==> src/rtl/pipelined_adder_substractor.sv <==
// Pipelined BITS-wide adder/subtractor: one carry-chain slice per stage, ADC/SBC carry-in,
// optional signed saturation, NZCV flags and a valid/ready handshake on both sides.
module pipelined_adder_substractor #(
    parameter int unsigned BITS   = 32,
    parameter int unsigned STAGES = 4
) (
    input  logic            clk_i,
    input  logic            rst_n_i,
    input  logic            valid_i,
    output logic            ready_o,
    input  logic [BITS-1:0] bus_a_i,
    input  logic [BITS-1:0] bus_b_i,
    input  logic [1:0]      op_i,
    input  logic            carry_i,
    input  logic            sat_i,
    output logic            valid_o,
    input  logic            ready_i,
    output logic [BITS-1:0] sum_o,
    output logic            flag_n_o,
    output logic            flag_z_o,
    output logic            flag_c_o,
    output logic            flag_v_o
);

    localparam int unsigned SW  = BITS / STAGES;
    localparam int unsigned TOP = STAGES - 1;

    if ((STAGES == 0) || (STAGES > BITS) || ((BITS % STAGES) != 0)) begin : g_param_check
        $error("BITS must be a non-zero multiple of STAGES with 1 <= STAGES <= BITS");
    end

    logic advance;

    // Stage inputs: index 0 is the prepared operand set, index k is stage k-1's register.
    logic [BITS-1:0] a_in   [STAGES];
    logic [BITS-1:0] b_in   [STAGES];
    logic [BITS-1:0] r_in   [STAGES];
    logic            c_in   [STAGES];
    logic            s_in   [STAGES];
    logic            v_in   [STAGES];

    logic [BITS-1:0] a_q    [STAGES];
    logic [BITS-1:0] b_q    [STAGES];
    logic [BITS-1:0] r_q    [STAGES];
    logic            c_q    [STAGES];
    logic            s_q    [STAGES];
    logic            v_q    [STAGES];

    logic [BITS-1:0] r_d    [STAGES];
    logic            co_d   [STAGES];

    logic [BITS-1:0] raw;
    logic [BITS-1:0] sum_d;
    logic            a_msb;
    logic            b_msb;
    logic            ovf;

    logic [BITS-1:0] sum_q;
    logic            flag_n_q;
    logic            flag_z_q;
    logic            flag_c_q;
    logic            flag_v_q;

    assign valid_o = v_q[TOP];
    assign advance = !valid_o || ready_i;
    assign ready_o = advance;

    always_comb begin
        a_in[0] = bus_a_i;
        b_in[0] = op_i[0] ? ~bus_b_i : bus_b_i;
        // ADD -> 0, SUB -> 1, ADC/SBC -> carry_i
        c_in[0] = op_i[1] ? carry_i : op_i[0];
        s_in[0] = sat_i;
        v_in[0] = valid_i;
        r_in[0] = '0;
        for (int k = 1; k < STAGES; k++) begin
            a_in[k] = a_q[k-1];
            b_in[k] = b_q[k-1];
            r_in[k] = r_q[k-1];
            c_in[k] = c_q[k-1];
            s_in[k] = s_q[k-1];
            v_in[k] = v_q[k-1];
        end
    end

    always_comb begin
        logic [SW:0] slice;
        slice = '0;
        for (int k = 0; k < STAGES; k++) begin
            slice = {1'b0, a_in[k][k*SW +: SW]} + {1'b0, b_in[k][k*SW +: SW]}
                  + {{SW{1'b0}}, c_in[k]};
            r_d[k]               = r_in[k];
            r_d[k][k*SW +: SW]   = slice[SW-1:0];
            co_d[k]              = slice[SW];
        end
    end

    always_ff @(posedge clk_i or negedge rst_n_i) begin
        if (!rst_n_i) begin
            for (int k = 0; k < STAGES; k++) begin
                a_q[k] <= '0;
                b_q[k] <= '0;
                r_q[k] <= '0;
                c_q[k] <= 1'b0;
                s_q[k] <= 1'b0;
                v_q[k] <= 1'b0;
            end
        end else if (advance) begin
            for (int k = 0; k < STAGES; k++) begin
                a_q[k] <= a_in[k];
                b_q[k] <= b_in[k];
                r_q[k] <= r_d[k];
                c_q[k] <= co_d[k];
                s_q[k] <= s_in[k];
                v_q[k] <= v_in[k];
            end
        end
    end

    // Final slice result, overflow and saturation are resolved before the output register.
    always_comb begin
        raw   = r_d[TOP];
        a_msb = a_in[TOP][BITS-1];
        b_msb = b_in[TOP][BITS-1];
        ovf   = (a_msb == b_msb) && (raw[BITS-1] != a_msb);
        sum_d = raw;
        if (s_in[TOP] && ovf) begin
            sum_d = a_msb ? {1'b1, {(BITS-1){1'b0}}} : {1'b0, {(BITS-1){1'b1}}};
        end
    end

    always_ff @(posedge clk_i or negedge rst_n_i) begin
        if (!rst_n_i) begin
            sum_q    <= '0;
            flag_n_q <= 1'b0;
            flag_z_q <= 1'b0;
            flag_c_q <= 1'b0;
            flag_v_q <= 1'b0;
        end else if (advance) begin
            sum_q    <= sum_d;
            flag_n_q <= sum_d[BITS-1];
            flag_z_q <= (sum_d == '0);
            flag_c_q <= co_d[TOP];
            flag_v_q <= ovf;
        end
    end

    assign sum_o    = sum_q;
    assign flag_n_o = flag_n_q;
    assign flag_z_o = flag_z_q;
    assign flag_c_o = flag_c_q;
    assign flag_v_o = flag_v_q;

endmodule

==> config.mk <==
export PLATFORM = sky130hd
export DESIGN_NAME = pipelined_adder_substractor
export DESIGN_NICKNAME = d
export VERILOG_FILES = /design/src/rtl/pipelined_adder_substractor.sv
export SDC_FILE = /design/constraint.sdc
export NUM_CORES = 1
export LEC_CHECK = 0
export ABC_AREA = 1
export ABC_CLOCK_PERIOD_IN_PS = 2400
export BUFFER_PORTS_ARGS = -buffer_cell sky130_fd_sc_hd__buf_2
export CAP_MARGIN = 0
export CELL_PAD_IN_SITES_DETAIL_PLACEMENT = 1
export CELL_PAD_IN_SITES_GLOBAL_PLACEMENT = 1
export CORE_ASPECT_RATIO = 0.75
export CORE_UTILIZATION = 44
export DETAILED_ROUTE_END_ITERATION = 10
export HOLD_SLACK_MARGIN = 0.15
export PLACE_DENSITY_LB_ADDON = 0.1
export REMOVE_ABC_BUFFERS = 1
export SYNTH_ARGS = -nofsm -noshare
export SYNTH_HDL_FRONTEND = slang
export SYNTH_SLANG_ARGS = --single-unit
==> constraint.sdc <==
create_clock -name clk_i -period 2.4 [get_ports clk_i]
set_input_delay 0.12 -clock clk_i [delete_from_list [all_inputs] [get_ports clk_i]]
set_output_delay 0.12 -clock clk_i [all_outputs]
set_load 0.02 [all_outputs]
## Yosys cells after proc, flatten, opt, wreduce, memory -nomap -nowiden

Cells that the tools add are included.

- Bitwise logic cells: 1
- Multiplexer cells: 4
- Add/sub/neg operators: 8
- Equality and inequality tests: 2
- Reductions and logical operators: 5

Operators by type and width:

| kind | number |
|---|---|
| two-way mux 32 bit | 3 |
| adder 8 x 8 -> 9 bit | 4 |
| adder 9 x 1 -> 9 bit | 4 |
| logical NOT 32 bit | 1 |
| NOT 32 bit | 1 |
| logical AND 1 bit | 2 |
| == test 1 bit | 1 |
| logical NOT 1 bit | 1 |
| logical OR 1 bit | 1 |
| two-way mux 1 bit | 1 |
| != test 1 bit | 1 |

- Logic and storage cells: 44
- Input bits: 72
- Bits in registers: 286
- Output and inout port bits: 38

## Logic depth before layout (Yosys ltp)

- Depth in word-level cells: 7
- Mapped depth: 16
- Depth with buffers taken out: 14

## Worst setup path after synthesis

Ideal clock, no wire load.

- Kind: input to register
- Start: in op_i[0]
- End: reg c_q (netlist bit c_in[2])
- Path slack: 0.070 ns
- Path buffers: 2
- Data arrival time: 2.243 ns
- Required time: 2.313 ns
- Setup time: 0.087 ns
- Stages: 14
- Cell sequence: clkbuf_1 > buf_2 > xnor2_1 > fa_1 > fa_1 > inv_1 > nand3_1 > nand2_1 > nand2_1 > nand2_1 > a21oi_1 > o21ai_0 > nand2_1 > a22oi_1

- Longest elaborated chain between the ends: 3
- Elaborated cells on any way between the ends: 4
- Those cells by class: add/sub: 2; mux: 2

RTL lines:

| item | RTL line | text |
|---|---|---|
| start, declared | 13 | `input logic [1:0] op_i,` |
| two-way mux 32 bit | 70 | `b_in[0] = op_i[0] ? ~bus_b_i : bus_b_i;` |
| adder 8 x 8 -> 9 bit | 90 | `slice = {1'b0, a_in[k][k*SW +: SW]} + {1'b0, b_in[k][k*SW +: SW]}` |
| adder 9 x 1 -> 9 bit * | 91 | `+ {{SW{1'b0}}, c_in[k]};` |
| end signal, assigned by index | 113 | `c_q[k] <= co_d[k];` |
| end, declared | 45 | `logic c_q [STAGES];` |

Mark *: on every way between the ends. The rest lies on a longest branch, timed or not.
A chain may end at the register's enable or synchronous reset.

## Worst setup path in the final report

- Start: reg a_q (netlist bit a_in[26])
- End: reg flag_z_q, in the netlist flag_z_o

- Longest elaborated chain between the ends: 7

RTL lines:

| item | RTL line | text |
|---|---|---|
| start, declared | 42 | `logic [BITS-1:0] a_q [STAGES];` |
| start signal, assigned by index | 110 | `a_q[k] <= a_in[k];` |
| adder 8 x 8 -> 9 bit * | 90 |  |
| adder 9 x 1 -> 9 bit * | 91 |  |
| != test 1 bit | 125 | `ovf = (a_msb == b_msb) && (raw[BITS-1] != a_msb);` |
| logical AND 1 bit | 125 |  |
| logical AND 1 bit | 127 | `if (s_in[TOP] && ovf) begin` |
| two-way mux 32 bit * | 127 |  |
| logical NOT 32 bit * | 142 | `flag_z_q <= (sum_d == '0);` |
| end signal, assigned | 142 |  |
| end, declared | 60 | `logic flag_z_q;` |

Marked as above.

==> impl_metrics.yaml <==
grt:
  grtUsageMet1: 0.319
  grt_pass1_vias: 7227
  grt_overflow_total: 0
  grt_max_degree: 198
  grt_use_total: 0.228
  top_usage_layer: "met2"
  use_met3: 0.0410
  grt_util_met2: 0.367
  grt_pass1_wl_um: 36000
  antenna_found_initial: 0
die:
  die_x_um: 164
  io_pins: 110
  core_region_area_um2: 19300
  die_h_um: 124
  die-area_um2: 20300
  start_util: 0.449
  rows: 44
synth:
  async_reset_ff_frac: 1.00
  ys_top_cells_by_count: "356 x nand2_1, 189 x dfrtp_1, 105 x o21ai_0, 68 x inv_1, 58 x nor2_1"
  synthesis.area_um2: 8680
  synthTopCellsByArea: "dfrtp_1 54%, nand2_1 15%, o21ai_0 6.1%, ha_1 4.0%, inv_1 2.9%"
  yosysSeqAreaShare: 0.545
  ys.flop_type: "dfrtp_1"
  synth_cell_type_count: 33
  syn_inst: 989
  ys_seq_elements: 189
  yosys.area.top_type: "dfrtp_1"
  yosysMostFrequentCell: "nand2_1"
  yosys_warnings: 0
  synth_top_cell_area_share: 0.545
  synth_enable_flop_cells: 0
  avgSynthCellArea_um2: 8.78
power_and_ir_drop:
  p_seq_frac: 0.383
  p_comb_frac: 0.430
  p_switching_w: 0.00604
  internal-power_w: 0.00849
  total_power_w: 0.0145
  swShare: 0.416
  p_clk_frac: 0.187
  pwr_density_cell_nw_per_um2: 1340
  vdd_drop_max_uv: 565
  p_leak_nw: 5.44
place:
  dp_slack_ns: 0.0444
  io_buffer_count: 109
  dpl.hpwl_um: 13900
  dpl.cell_count: 1319
  place_area_um2: 9580
  gp_congestion: 0.827
clock_network:
  cts-htree-levels: 4
  clk_root_buffer_cell: "clkbuf_16"
  numClockSinks: 189
  clockBufferDepth: 2
  cts_buffers: 17
  cts.clk_slew.worst_paths_ns: 0.07
  cts_tree: "yes"
  clk_latency_ns: 0.43
route:
  vias: 6969
  wl_per_cell_um: 15.7
  first_iter_violations: 328
  ant_nets: 0
  first_pass_iters: 5
  drcViolationCount: 0
  viasPerCell: 4.95
  drt-total-wl_um: 22100
critical_path:
  criticalPathCategory: "reg -> reg"
  start_kind: "flop"
  reg2reg_depth: 14
  crit_arrival_ns: 2.60
  path_max_fanout: 8
  r2r-start: "a_in[26]"
  rr_endpoint: "flag_z_o"
  critPathCaptureType: "flop"
  reg2reg_slack_ns: 0.16
  required_ns: 2.76
worst_hold_path:
  hold_path.class: "in -> reg"
  worstHoldPathCells: 4
  worstHoldStart: "bus_a_i[4]"
  hold_end: "r_d[68]"
cells_and_area:
  final_layout_size_suffix_gt1_frac: 0.158
  fin_area_um2: 10800
  area_growth_pct: 24.7
  fin_cells: 1408
  fillers: 2249
  antenna_cells: 0
  finalNetCount: 1251
sta:
  fin_crit_ns: 2.24
  finalHoldViolations: 0
  period_share: 0.935
  worst_pin_slew_ns: 0.821
  drv_slew: 0
  setup_viol: 0
  rsz0062_at_grt: "yes"
  fin_ws_ns: 0.156
  finClkSkew_ns: 0.00805
  fmax_mhz: 446
  relSlewSlack: 0.452
status:
  run_status: "finished, final reports clean"
job:
  drv_cap: 0
## cell type report
cell class	count	area, um^2	share of cell area
multi-input cells	684	3610	0.333
inverters	68	258	0.0238
clock inverters	12	121	0.0112
repair buffers	183	1360	0.126
clock buffers	19	433	0.0400
well taps	253	317	0.0292
flip-flops and latches	189	4730	0.437
## metrics by stage
| stage | utilization | TNS, ns | hold slack (ns) |
|---|---|---|---|
| global route | 0.560 | -0.0436 | 0.192 |
| global placement | 0.496 | 0 | 0.166 |
| floorplan | - | -1450.89 | -0.176 |
| CTS | 0.551 | 0 | 0.163 |
| detailed placement | 0.496 | 0 | 0.157 |
| finish | 0.560 | 0 | 0.165 |
## worst max path at each step
stage / from / to / slack [ns] / depth (start not counted)
global route: b_in[27] / flag_z_o / -0.04 / 14
detailed placement: op_i[0] / c_in[2] / 0.04 / 13
CTS: a_in[24] / flag_z_o / 0.04 / 15
finish: a_in[26] / flag_z_o / 0.16 / 14
global placement: a_in[24] / flag_z_o / 0.17 / 13
floorplan: valid_o / sum_o[0] / -9.83 / 6
## critical path, cell delays in order, from the launching register on
cell,delay [ns]
dfrtp_1,0.41
ha_4,0.27
or2_1,0.28
nand3_4,0.12
nand2_4,0.07
nand2_4,0.09
nand4_4,0.17
buf_12,0.20
nand2_1,0.08
nand2_1,0.07
nor2_1,0.11
nand2_1,0.08
nor2_1,0.08
nand3_1,0.08
nand2_1,0.08
## registers in the layout, summed over array words and instances (netlist names)
signal    flops
flag_v_o      1
flag_c_o      1
flag_z_o      1
c_in          3
a_in         48
sum_o        32
v_in          3
b_in         48
s_in          3
valid_o       1
r_d          48
## placed cells by master (no fill, tap or decap), drive strengths merged, types with 3 or more instances in the layout
cell | netlist | routed
o21ai | 105 | 105
nand3 | 15 | 15
a21oi | 41 | 41
nand4 | 2 | 3
nor2 | 58 | 58
fa | 8 | 8
nand2 | 358 | 358
clkinvlp | 0 | 3
dfrtp | 189 | 189
clkinv | 0 | 6
inv | 68 | 69
dlygate4sd3 | 0 | 52
a31oi | 8 | 8
o41ai | 4 | 4
clkbuf | 37 | 22
xor2 | 17 | 17
xnor2 | 27 | 27
ha | 28 | 28
buf | 12 | 128
## what timing repair did
action / 4_1_cts / 5_1_grt
hold endpoints to repair: 206 / 0
hold buffers: 52 / 0
resized for setup: 0 / 15
endpoints found under the setup margin: 0 / 3
setup buffers: 0 / 3
## layer usage
layer	part of all wire	vias to the layer above
li1	-	3437
met1	0.49	3400
met2	0.47	113
met3	0.031	19
met4	0.010	0
met5	0	-
## cell families after synthesis
family | after synthesis | share of synthesized area
AO/OA/AOI/OAI | 164 | 0.100
XOR/XNOR | 44 | 0.0444
adder cells (fa/ha/maj) | 36 | 0.0588
buffers and inverters | 117 | 0.0525
flip-flops | 189 | 0.545
multiplexers | 1 | 0.00115
AND/OR/NAND/NOR | 438 | 0.198
## power by group through the flow
stage	Combinational [W]	Sequential (W)	Clock, W
5_1_grt	0.00715	0.00574	0.00289
4_1_cts	0.00593	0.00554	0.00277
6_report	0.00625	0.00556	0.00272
2_1_floorplan	0.00372	0.00565	0
3_3_place_gp	0.00561	0.00553	0
3_5_place_dp	0.00579	0.00557	0
No activity file was read; power rests on OpenSTA's default activity.
